[config.mk]
export PLATFORM = sky130hd
export DESIGN_NAME = bcd_alu_host
export DESIGN_NICKNAME = d
export VERILOG_FILES = /design/src/rtl/bcd_alu_pkg.sv /design/src/rtl/bcd_host_shreg.sv /design/src/rtl/bcd_alu_host.sv
export SDC_FILE = /design/constraint.sdc
export NUM_CORES = 1
export LEC_CHECK = 0
export ABC_AREA = 1
export BUFFER_PORTS_ARGS = -buffer_cell sky130_fd_sc_hd__buf_2
export CAP_MARGIN = 20
export CORE_ASPECT_RATIO = 2
export CORE_UTILIZATION = 50
export DETAILED_ROUTE_END_ITERATION = 8
export GPL_TIMING_DRIVEN = 0
export HOLD_SLACK_MARGIN = 0.15
export PLACE_DENSITY = 0.78
export SLEW_MARGIN = 20
export SYNTH_ARGS = -nofsm -noshare
export SYNTH_HDL_FRONTEND = slang
export SYNTH_HIERARCHICAL = 1
export SYNTH_SLANG_ARGS = --single-unit
[constraint.sdc]
create_clock -name clk -period 5.23 [get_ports clk]
set_clock_uncertainty 0.05 [all_clocks]
set_input_delay 0.7845 -clock clk [delete_from_list [all_inputs] [get_ports clk]]
set_output_delay 0.7845 -clock clk [all_outputs]
set_load 0.01 [all_outputs]
[src/rtl/bcd_alu_pkg.sv]
// Shared types and constants for the serial BCD ALU host front end.
package bcd_alu_pkg;

    localparam int FRAME_BITS = 33;
    localparam int RES_BITS   = 20;

    typedef logic [15:0] bcd_operand_t;

    typedef enum logic [2:0] {
        ST_IDLE = 3'd0,
        ST_SEND = 3'd1,
        ST_WAIT = 3'd2,
        ST_RECV = 3'd3,
        ST_DONE = 3'd4
    } host_state_e;

    function automatic logic bcd_digit_ok(input logic [3:0] d);
        return (d <= 4'd9);
    endfunction

endpackage

[src/rtl/bcd_host_shreg.sv]
// Loadable LSB-first shift register; serial data enters at the MSB and
// leaves at bit 0.
module bcd_host_shreg
    import bcd_alu_pkg::*;
#(
    parameter int W = 8
) (
    input  logic         clk,
    input  logic         rst,
    input  logic         load,
    input  logic         shift,
    input  logic         sin,
    input  logic [W-1:0] load_val,
    output logic [W-1:0] q
);

    logic [W-1:0] sr_q;
    logic [W-1:0] sr_d;

    // Load wins over shift.
    always_comb begin
        sr_d = sr_q;
        if (load) begin
            sr_d = load_val;
        end else if (shift) begin
            sr_d = {sin, sr_q[W-1:1]};
        end else begin
            sr_d = sr_q;
        end
    end

    // Register update.
    always_ff @(posedge clk or negedge rst) begin
        if (!rst) begin
            sr_q <= '0;
        end else begin
            sr_q <= sr_d;
        end
    end

    assign q = sr_q;

endmodule

[src/rtl/bcd_alu_host.sv]
// Serial front end for the BCD ALU: sends a 33-bit operand frame, waits,
// then collects the 20-bit result. Define BCD_HOST_CHECK_EN to reject
// operands containing non-BCD digits.
module bcd_alu_host #(
    parameter int N_DIGITS = 4,
    parameter int RES_BITS = 20,
    parameter int RESP_DLY = 2
) (
    input  logic                  clk,
    input  logic                  rst,
    input  logic                  start,
    input  logic [4*N_DIGITS-1:0] op_a,
    input  logic [4*N_DIGITS-1:0] op_b,
    input  logic                  sub,
    output logic                  busy,
    output logic                  done,
    output logic [RES_BITS-1:0]   res,
    output logic                  err,
    output logic                  ser_en,
    output logic                  ser_out,
    input  logic                  ser_in
);
    import bcd_alu_pkg::*;

    localparam int OP_W  = 4 * N_DIGITS;
    localparam int FRM_W = 2 * OP_W + 1;
    localparam logic [5:0] SEND_LAST = 6'(FRM_W - 1);
    localparam logic [5:0] RECV_LAST = 6'(RES_BITS - 1);
    localparam logic [5:0] WAIT_LAST = 6'((RESP_DLY > 0) ? RESP_DLY - 1 : 0);

    host_state_e         state_q, state_d;
    logic [5:0]          cnt_q, cnt_d;
    logic                busy_q, busy_d;
    logic                done_q, done_d;
    logic                err_q, err_d;
    logic                ser_en_q, ser_en_d;
    logic                ser_out_q, ser_out_d;
    logic [RES_BITS-1:0] res_q, res_d;

    logic                tx_load_s, tx_shift_s, rx_shift_s, bad_s;
    logic [FRM_W-1:0]    frame_s, tx_q;
    logic [RES_BITS-1:0] rx_q;
    logic                tx_unused_s, rx_unused_s;

    assign frame_s = {sub, op_b, op_a};

`ifdef BCD_HOST_CHECK_EN
    // Flag any operand nibble outside 0..9.
    always_comb begin
        bad_s = 1'b0;
        for (int i = 0; i < N_DIGITS; i++) begin
            if (!bcd_digit_ok(op_a[4*i +: 4]) || !bcd_digit_ok(op_b[4*i +: 4])) begin
                bad_s = 1'b1;
            end else begin
                bad_s = bad_s;
            end
        end
    end
`else
    assign bad_s = 1'b0;
`endif

    // Bit 0 goes straight to ser_out at acceptance, so the transmitter holds
    // the frame pre-shifted by one and its bit 0 is always the next bit due.
    bcd_host_shreg #(.W(FRM_W)) u_tx (
        .clk      (clk),
        .rst      (rst),
        .load     (tx_load_s),
        .shift    (tx_shift_s),
        .sin      (1'b0),
        .load_val ({1'b0, frame_s[FRM_W-1:1]}),
        .q        (tx_q)
    );

    bcd_host_shreg #(.W(RES_BITS)) u_rx (
        .clk      (clk),
        .rst      (rst),
        .load     (1'b0),
        .shift    (rx_shift_s),
        .sin      (ser_in),
        .load_val ('0),
        .q        (rx_q)
    );

    assign tx_unused_s = ^tx_q[FRM_W-1:1];
    assign rx_unused_s = rx_q[0];

    // Transaction sequencing; cnt_q counts down the remaining cycles of a phase.
    always_comb begin
        state_d    = state_q;
        cnt_d      = cnt_q;
        busy_d     = busy_q;
        done_d     = 1'b0;
        err_d      = err_q;
        ser_en_d   = 1'b0;
        ser_out_d  = 1'b0;
        res_d      = res_q;
        tx_load_s  = 1'b0;
        tx_shift_s = 1'b0;
        rx_shift_s = 1'b0;
        case (state_q)
            ST_IDLE: begin
                if (start) begin
                    busy_d = 1'b1;
                    err_d  = bad_s;
                    if (bad_s) begin
                        state_d = ST_DONE;
                        done_d  = 1'b1;
                    end else begin
                        state_d   = ST_SEND;
                        cnt_d     = SEND_LAST;
                        ser_en_d  = 1'b1;
                        ser_out_d = frame_s[0];
                        tx_load_s = 1'b1;
                    end
                end else begin
                    state_d = ST_IDLE;
                end
            end
            ST_SEND: begin
                if (cnt_q == 6'd0) begin
                    state_d = (RESP_DLY > 0) ? ST_WAIT : ST_RECV;
                    cnt_d   = (RESP_DLY > 0) ? WAIT_LAST : RECV_LAST;
                end else begin
                    cnt_d      = cnt_q - 6'd1;
                    ser_en_d   = 1'b1;
                    ser_out_d  = tx_q[0];
                    tx_shift_s = 1'b1;
                end
            end
            ST_WAIT: begin
                if (cnt_q == 6'd0) begin
                    state_d = ST_RECV;
                    cnt_d   = RECV_LAST;
                end else begin
                    cnt_d = cnt_q - 6'd1;
                end
            end
            ST_RECV: begin
                rx_shift_s = 1'b1;
                if (cnt_q == 6'd0) begin
                    state_d = ST_DONE;
                    done_d  = 1'b1;
                    res_d   = {ser_in, rx_q[RES_BITS-1:1]};
                end else begin
                    cnt_d = cnt_q - 6'd1;
                end
            end
            ST_DONE: begin
                state_d = ST_IDLE;
                busy_d  = 1'b0;
            end
            default: begin
                state_d = ST_IDLE;
                busy_d  = 1'b0;
            end
        endcase
    end

    // State and output registers.
    always_ff @(posedge clk or negedge rst) begin
        if (!rst) begin
            state_q   <= ST_IDLE;
            cnt_q     <= 6'd0;
            busy_q    <= 1'b0;
            done_q    <= 1'b0;
            err_q     <= 1'b0;
            ser_en_q  <= 1'b0;
            ser_out_q <= 1'b0;
            res_q     <= '0;
        end else begin
            state_q   <= state_d;
            cnt_q     <= cnt_d;
            busy_q    <= busy_d;
            done_q    <= done_d;
            err_q     <= err_d;
            ser_en_q  <= ser_en_d;
            ser_out_q <= ser_out_d;
            res_q     <= res_d;
        end
    end

    assign busy    = busy_q;
    assign done    = done_q;
    assign err     = err_q;
    assign ser_en  = ser_en_q;
    assign ser_out = ser_out_q;
    assign res     = res_q;

endmodule
==> key figures <==
Placement
  – Place WS: ~3.3 ns
  – Placed Instances: 664
  – Gpl congestion: 0.855
  – PortBufs: 60
  – DPL Wire Length: 6.31 mm

Floorplan
  – Chip Height: 129 um
  – Die ar.: approximately 0.0084 sq mm
  – Initial core utilization: 52.5%
  – Core Rows: 45
  – I/O Pins: 62
  – Core Box Area: ~0.0077 sq mm
  – Die X: 65.4 um

CTS
  – # resized after CTS: 0
  – Clock-pin slew on the worst setup and hold paths: around 0.060 ns
  – Clock Sink Count: 85
  – Clock Latency Late Sink: 0.34 ns
  – Setup bufs post-CTS: 0
  – CTS Buffer Depth: 2
  – H-Tree Depth: 3
  – CTS Hold Bufs: 0
  – Total CTS buffers: 9
  – Root buffer cell: clkbuf_16
  – CTS tree: built

Routing
  – DRC viols: 0
  – Initial DRC Count: 202
  – DR pass1 iterations: 5
  – Vias: about 3.4k
  – Max Used Layer: met4
  – Met2 WL: 4.73 mm
  – Final wirelength: between 8 and 9 mm
  – Wire length on met1: 3.32 mm
  – Vias per Instance: 5.07
  – Per-cell routed wire length: 12.7 um
  – Met3 routed WL: 321 um
  – Routed Antenna Nets: 0

Synth
  – Synth Instances: 484
  – YS warnings: 6
  – Mapped Avg Cell Area: 8.30 sq um
  – Post-synth design cell area: about 0.004 sq mm

Setup path
  – Worst Setup Start Kind: flip-flop
  – Crit path required time: about 5.4 ns
  – Reg2reg path depth: 9
  – Crit Path Class: flip-flop to flip-flop
  – Critical Path Max Stage Delay: 0.40 ns
  – CP arrival: between 2 and 2.5 ns
  – CP Capture Type: flip-flop
  – Cell family with most CP delay: buffers and inverters
  – Worst-path cell chain: inv_1 -> ha_1 -> nand3_2 -> nand2_1 -> inv_1 -> buf_4 -> buf_2 -> nand3_1 -> nand3_1
  – Slowest-stage cell, CP: dfrtp_1
  – Buffers & Inverters on Critical Path: 4
  – CP max FO: 10
  – CP Depth: 9

Pwr
  – Pleak: 2.55 nW
  – Worst VDD drop: approximately 0.00024 V
  – PwrDens: 326 mW/mm^2

Global route
  – First-pass GRT wire length: between 10 and 15 mm
  – Vias in the first global route: between 3k and 4k
  – Initial antenna violation count: 0
  – GR Overflow Total: 0
  – Tot GR Track Use: between 20 and 25%
  – Largest net degree at the start of global routing: 48

Job
  – Max_cap viols: 0

STA
  – Setup ws final: 3.32 ns
  – Max-slew violation total from the final report: 0
  – Period utilization: 36.5%
  – Final critical-path required period: 1.91 ns
  – Hold Vio Cnt, Final: 0
  – Unrepaired setup endpoints after global routing: false
  – TNS Setup: 0 ns
  – Tightest Pin Transition: 0.502 ns
  – Max-slew headroom: 66.5%
  – Fmax: 523 MHz
  – Final setup fails: 0

Layout
  – Area grow syn2layout: 21.4%
  – Final nets: 619
  – Ant diodes: 0
  – Layout cells sized above 1: 21.0%
  – Final instance count without filler cells: 680

Min path
  – Worst min path class: input pin to asynchronous set/reset pin

Status
  – Status: finished, final reports clean
layer usage:
| layer | vias to the layer above | global-route usage [%] |
|---|---|---|
| li1 | 1715 | - |
| met1 | 1620 | 23.1 |
| met2 | 85 | 41.7 |
| met3 | 27 | 3.46 |
| met4 | 0 | 11.4 |
| met5 | - | 0 |
layout by cell type (no fill, tap or decap), types with 2 or more instances in the layout:
master / n
nand3_1: 110
conb_1: 26
clkinvlp_4: 3
inv_1: 20
bufinv_16: 2
inv_2: 4
dfrtp_1: 85
nand2_1: 201
buf_2: 70
o21ai_0: 3
nor2_2: 3
a21oi_1: 3
nand3_2: 7
nand2_2: 2
clkbuf_16: 9
buf_6: 13
nor2_1: 8
buf_4: 4
where the power goes:
part / total [mW] / leakage (nW) / internal (mW) / switching (mW)
Sequential: 0.738 / 1.05 / 0.707 / 0.0318
Combinational: 0.184 / 1.36 / 0.0764 / 0.107
Clock: 0.667 / 0.145 / 0.417 / 0.250
flip-flops by register name, indices dropped and copies added (netlist names):
register  count
u_tx/q       33
res          20
u_rx/q       19
cnt_q         6
state_q       3
busy          1
done          1
ser_en        1
ser_out       1
cell type report:
class | instances | area [sq um]
Clock buffer | 10 | 229
Inverter | 24 | 90.1
Sequential cell | 85 | 2130
Tap cell | 94 | 118
Buffer | 27 | 224
Clock inverter | 6 | 87.6
Timing Repair Buffer | 61 | 330
Multi-Input combinational cell | 373 | 1670
Fill cell | 667 | 2780
metrics by stage:
step | utilization (%) | hold slack, ns | power (mW) | cell area, sq um
detailed placement | 59.5 | 0.410 | 0.933 | 4560
global route | 63.7 | 0.411 | 1.66 | 4880
CTS | 63.7 | 0.381 | 1.60 | 4880
finish | 63.7 | 0.362 | 1.59 | 4880
global placement | 59.2 | 0.406 | 0.923 | 4530
floorplan | - | 0.392 | 0.860 | 4110
path summary, 6_finish.rpt:
kind | start | end | slack (ns)
min in group clk | u_rx/q[1] | res[0] | 0.42
max in group asynchronous | rst | u_rx/q[6] | 4.16
setup / recovery | cnt_q[0] | u_tx/q[5] | 3.32
hold / removal | rst | u_tx/q[5] | 0.36
setup reg to reg | cnt_q[0] | u_tx/q[5] | 3.32
hold reg to reg | u_rx/q[1] | res[0] | 0.42
No activity file was read; power rests on OpenSTA's default activity.
